===== src/rtl/rab_pkg.sv =====
// Shared RAB types: the miss-queue entry layout and the drop counter width.
package rab_pkg;

    localparam int unsigned RAB_MISS_DROP_CNT_W = 16;
    localparam int unsigned RAB_AXI_ADDR_W      = 40;
    localparam int unsigned RAB_AXI_ID_W        = 8;

    typedef struct packed {
        logic [RAB_AXI_ADDR_W-1:0] addr;
        logic [RAB_AXI_ID_W-1:0]   id;
        logic                      port;
    } rab_miss_entry_t;

endpackage


===== src/rtl/rab_sat_cnt.sv =====
// Saturating up-counter with synchronous clear; an increment in the same
// cycle as a clear wins and leaves the counter at 1.
module rab_sat_cnt #(
    parameter int unsigned WIDTH = 16
) (
    input  logic             Clk_CI,
    input  logic             Rst_RBI,
    input  logic             inc_i,
    input  logic             clr_i,
    output logic [WIDTH-1:0] cnt_o
);

    localparam logic [WIDTH-1:0] CNT_MAX = '1;

    logic [WIDTH-1:0] cnt_reg;
    logic [WIDTH-1:0] cnt_next;

    always_comb begin
        cnt_next = cnt_reg;
        if (inc_i) begin
            if (clr_i) begin
                cnt_next = WIDTH'(1);
            end else if (cnt_reg != CNT_MAX) begin
                cnt_next = cnt_reg + WIDTH'(1);
            end
        end else if (clr_i) begin
            cnt_next = '0;
        end
    end

    always_ff @(posedge Clk_CI or negedge Rst_RBI) begin
        if (!Rst_RBI) begin
            cnt_reg <= '0;
        end else begin
            cnt_reg <= cnt_next;
        end
    end

    assign cnt_o = cnt_reg;

endmodule


===== src/rtl/rab_miss_queue.sv =====
// Miss log FIFO between the RAB lookup FSM and the host: first-word-fall-through
// head register, sticky overflow flag and saturating drop counter.
module rab_miss_queue
    import rab_pkg::*;
#(
    parameter int unsigned AXI_ADDR_WIDTH = 40,
    parameter int unsigned AXI_ID_WIDTH   = 8,
    parameter int unsigned DEPTH          = 16
) (
    input  logic                           Clk_CI,
    input  logic                           Rst_RBI,
    input  logic                           miss_valid_i,
    input  logic [AXI_ADDR_WIDTH-1:0]      miss_addr_i,
    input  logic [AXI_ID_WIDTH-1:0]        miss_id_i,
    input  logic                           miss_port_i,
    output logic                           entry_valid_o,
    input  logic                           entry_ready_i,
    output logic [AXI_ADDR_WIDTH-1:0]      entry_addr_o,
    output logic [AXI_ID_WIDTH-1:0]        entry_id_o,
    output logic                           entry_port_o,
    output logic [$clog2(DEPTH):0]         count_o,
    output logic                           full_o,
    output logic                           empty_o,
    output logic                           overflow_o,
    output logic [RAB_MISS_DROP_CNT_W-1:0] drop_cnt_o,
    input  logic                           clear_i,
    input  logic                           flush_i,
    output logic                           irq_o
);

    localparam int unsigned AW = $clog2(DEPTH);
    localparam int unsigned PW = AW + 1;

    logic [PW-1:0]   wr_ptr_reg, wr_ptr_next;
    logic [PW-1:0]   rd_ptr_reg, rd_ptr_next;
    logic            overflow_reg;
    rab_miss_entry_t mem_reg [DEPTH];
    rab_miss_entry_t head_reg;
    rab_miss_entry_t wr_entry;

    logic full, empty, push, pop, drop, bypass;

    // Status comes from the pointers alone, so it has no input-to-output path.
    assign empty = (wr_ptr_reg == rd_ptr_reg);
    assign full  = (wr_ptr_reg[AW] != rd_ptr_reg[AW]) &&
                   (wr_ptr_reg[AW-1:0] == rd_ptr_reg[AW-1:0]);

    assign pop  = !empty && entry_ready_i && !flush_i;
    assign push = miss_valid_i && !flush_i && (!full || pop);
    assign drop = miss_valid_i && !flush_i && full && !pop;

    assign wr_ptr_next = flush_i ? '0 : wr_ptr_reg + PW'(push);
    assign rd_ptr_next = flush_i ? '0 : rd_ptr_reg + PW'(pop);

    // The pushed entry lands in the slot that becomes the head only when the
    // queue is (or is about to be) empty; forward it so it is visible next cycle.
    assign bypass = push && (wr_ptr_reg[AW-1:0] == rd_ptr_next[AW-1:0]);

    always_comb begin
        wr_entry      = '0;
        wr_entry.addr = RAB_AXI_ADDR_W'(miss_addr_i);
        wr_entry.id   = RAB_AXI_ID_W'(miss_id_i);
        wr_entry.port = miss_port_i;
    end

    always_ff @(posedge Clk_CI or negedge Rst_RBI) begin
        if (!Rst_RBI) begin
            wr_ptr_reg   <= '0;
            rd_ptr_reg   <= '0;
            overflow_reg <= 1'b0;
        end else begin
            wr_ptr_reg <= wr_ptr_next;
            rd_ptr_reg <= rd_ptr_next;
            if (drop) begin
                overflow_reg <= 1'b1;
            end else if (clear_i) begin
                overflow_reg <= 1'b0;
            end
        end
    end

    always_ff @(posedge Clk_CI) begin
        if (push) begin
            mem_reg[wr_ptr_reg[AW-1:0]] <= wr_entry;
        end
    end

    // Registered read at the next head address; rereading an untouched slot
    // keeps the head stable while the host stalls.
    always_ff @(posedge Clk_CI) begin
        if (bypass) begin
            head_reg <= wr_entry;
        end else begin
            head_reg <= mem_reg[rd_ptr_next[AW-1:0]];
        end
    end

    rab_sat_cnt #(
        .WIDTH (RAB_MISS_DROP_CNT_W)
    ) i_drop_cnt (
        .Clk_CI  (Clk_CI),
        .Rst_RBI (Rst_RBI),
        .inc_i   (drop),
        .clr_i   (clear_i),
        .cnt_o   (drop_cnt_o)
    );

    assign entry_valid_o = !empty;
    assign entry_addr_o  = AXI_ADDR_WIDTH'(head_reg.addr);
    assign entry_id_o    = AXI_ID_WIDTH'(head_reg.id);
    assign entry_port_o  = head_reg.port;
    assign count_o       = wr_ptr_reg - rd_ptr_reg;
    assign full_o        = full;
    assign empty_o       = empty;
    assign overflow_o    = overflow_reg;
    assign irq_o         = !empty || overflow_reg;

endmodule


===== config.mk =====
export PLATFORM = sky130hd
export DESIGN_NAME = rab_miss_queue
export DESIGN_NICKNAME = d
export VERILOG_FILES = /design/src/rtl/rab_pkg.sv /design/src/rtl/rab_sat_cnt.sv /design/src/rtl/rab_miss_queue.sv
export SDC_FILE = /design/constraint.sdc
export NUM_CORES = 1
export LEC_CHECK = 0
export CAP_MARGIN = 20
export CORE_AREA = 8 8 288 290
export DETAILED_ROUTE_END_ITERATION = 10
export DIE_AREA = 0 0 296 298
export GPL_ROUTABILITY_DRIVEN = 0
export SLEW_MARGIN = 0
export SYNTH_ARGS = -nofsm -noshare
export SYNTH_HDL_FRONTEND = slang
export SYNTH_HIERARCHICAL = 1
export SYNTH_SLANG_ARGS = --single-unit

===== constraint.sdc =====
create_clock -name Clk_CI -period 5.4 [get_ports Clk_CI]
set_input_delay 1.35 -clock Clk_CI [delete_from_list [all_inputs] [get_ports Clk_CI]]
set_output_delay 1.35 -clock Clk_CI [all_outputs]
set_load 0.1 [all_outputs]

==> results.yml <==
run_status:
  status: "finished clean"
yosys:
  synth_ff_type: "edfxtp_1"
  synth_cells: 1396
  yosysWarnings: 6
  synth_top_area_cell: "edfxtp_1"
  synth-seq-cells: 815
  syn_nets: 1461
  ys_types: 49
  synth_edf_count: 784
  syn_area_um2: 31000
  yosysTopAreaCellShare_pct: 75.8
  synth.avg_cell_area_um2: 22.2
  synthTopCellsByArea: "edfxtp_1, mux4_2, a22oi_1"
  async_flop_share_pct: 3.31
  ys_seq_area_share_pct: 78.3
clock_tree:
  hold_buffers: 0
  path_clk_slew_ps: 60
  cts_tree: "built"
  worst_skew_pair.late_latency_ps: 620
  cts_buffer_depth: 3
  cts_resized: 0
  cts_inserted_buffers: 85
  cts_root_buffer: "clkbuf_16"
  cts_setup_buffers: 0
  clock_sinks: 815
  ctsHtreeMaxLevel: 3
die:
  die_width_um: 296
  die_area_um2: 88200
  io-pin-count: 130
  core_um2: 78400
  start_util_pct: 39.6
  die_y_um: 298
  rows: 103
timing:
  worstMarginPinSlew_ps: 1080
  fmax_mhz: 206
  hold_viol: 0
  slew_headroom_pct: 27.7
  setup_violations: 0
  rsz0062_at_grt: "no"
  clock_skew_ps: 20.1
  period_needed_ps: 4860
  holdWs_ps: 571
  post-route-period-util_pct: 90.0
  finalMaxSlewViolations: 0
  tns_ps: 0
power:
  intPower_mw: 10.5
  p_sw_mw: 2.92
  p_comb_share_pct: 6.3
  totalPowerFinal_mw: 13.4
  clkPwrFrac_pct: 41.6
  ir_drop_v: 0.000239
  p_seq_share_pct: 52.1
  p_per_area_nw_per_um2: 367
  p_sw_share_pct: 21.8
  power.leakage_nw: 11.3
route:
  wl_mm: 69.4
  via_per_inst: 5.50
  vias: 14800
  wire_per_inst_um: 25.7
  ant_nets: 0
  post-route-drc-count: 0
  dr.pass1.iters: 5
  drt-initial-drc-count: 1312
final_layout:
  largest_register_ffs: 784
  area.growth.synth_to_final_pct: 17.7
  fill_cells: 6496
  final_core_util_pct: 46.6
  nets: 1650
  drive_gt1_share_pct: 26.0
  final_cell_area_um2: 36600
setup_path:
  worstPathRequired_ps: 4050
  arrival_ps: 3510
  cp_max_fo: 24
  criticalPathCategory: "reg -> out"
  start_kind: "flop"
  cp-end-kind: "output port"
grt:
  grt_pass1_vias: 15600
  track_usage_pct: 15.7
  grt_pass1_wl_mm: 103
  antenna_found_initial: 6
  grt_overflow: 0
  grt_max_degree: 87
place:
  hpwl_mm: 36.1
  placed_area_um2: 33900
  io_buffers: 129
min_path:
  hp-class: "reg -> reg"
run:
  cap_violations: 0
-- cell families (layout without fill, tap and decap cells) --
family	count (synthesis)	after routing	share of synthesized area (%)
adder cells (fa/ha/maj)	10	10	0.427
flip-flops	815	815	78.3
AND/OR/NAND/NOR	150	150	2.33
AO/OA/AOI/OAI	125	125	2.93
buffers and inverters	84	335	1.37
XOR/XNOR	12	12	0.338
multiplexers	200	200	14.4
other	0	3	0
-- power by group through the flow --
stage               logic (mW)  clock network, mW  registers (mW)
detailed placement       0.854                  0            7.12
CTS                      0.856               5.72            6.99
global placement         0.845                  0            7.12
floorplan                0.589                  0            7.11
finish                   0.840               5.59            6.99
global route             0.887               5.94            6.99
-- metal layers --
metal	up-vias	part of all wire (%)	global-route usage, %
met5	-	0.042	0
met4	4	1.6	3.89
met3	85	6.5	3.14
met2	471	48	24.9
met1	8001	44	22.3
li1	6285	-	-
-- final cells by class --
type,instances,area [µm²],area share (%)
flip-flops and latches,815,24300,66.5
multi-input cells,497,6480,17.7
clock buffers,105,2220,6.08
repair buffers,173,1740,4.75
well taps,1050,1310,3.59
clock inverters,44,429,1.17
inverters,13,48.8,0.134
diodes,3,7.51,0.0205
-- critical path, cell delays in order, from the launching register on --
cell,delay [ps]
dfxtp_4,700
buf_12,270
mux4_2,520
a22oi_1,310
nand2_1,100
clkdlybuf4s50_1,980
-- worst paths after layout --
path                                        endpoint  depth (start not counted)  slack (ps)          start
min in group asynchronous       i_drop_cnt/cnt_o[15]                          2        1120        Rst_RBI
worst max-delay path                entry_addr_o[35]                          5         540           flop
worst max register to register   i_drop_cnt/cnt_o[9]                          9        2030  wr_ptr_reg[0]
worst min register to register            overflow_o                          2         570     overflow_o
max in group asynchronous              rd_ptr_reg[4]                          2        4010        Rst_RBI
worst min-delay path                      overflow_o                          2         570     overflow_o
-- Yosys cell counts, drive strengths merged, types with 3 or more instances --
library cell  count
edfxtp          784
mux4            196
a22oi            98
nand2            62
clkbuf           36
buf              34
nor2             31
dfrtp            27
inv              13
a21oi            11
nor2b            11
nand3            10
ha                9
xnor2             8
nand4             7
nor3              7
or3               7
dfxtp             4
o21ai             4
xor2              4
nor3b             3
nor4              3
o31ai             3
-- layout by cell type (no fill, tap or decap), types with 4 or more instances in the layout --
cell             instances
a21oi_1                 11
nor2_4                  13
nor3_4                   4
dfrtp_1                 27
clkbuf_1                19
ha_1                     9
xnor2_1                  8
buf_12                  18
inv_1                   13
clkdlybuf4s50_1         85
nand3_1                 10
nand4_1                  5
clkinv_1                15
xor2_1                   4
nand2_1                 62
nor2_1                  18
clkbuf_16               86
mux4_2                 196
o21ai_0                  4
a22oi_1                 98
clkinv_2                13
buf_4                   70
nor2b_1                  9
bufinv_16                7
or3_1                    5
edfxtp_1               784
-- stage by stage --
step | cells | setup WS [ps]
global placement | 2548 | 1130
finish | 2700 | 542
floorplan | 1396 | 658
CTS | 2697 | 436
detailed placement | 2548 | 1110
global route | 2697 | 374
Note: power is estimated with default switching activity, not from simulation.
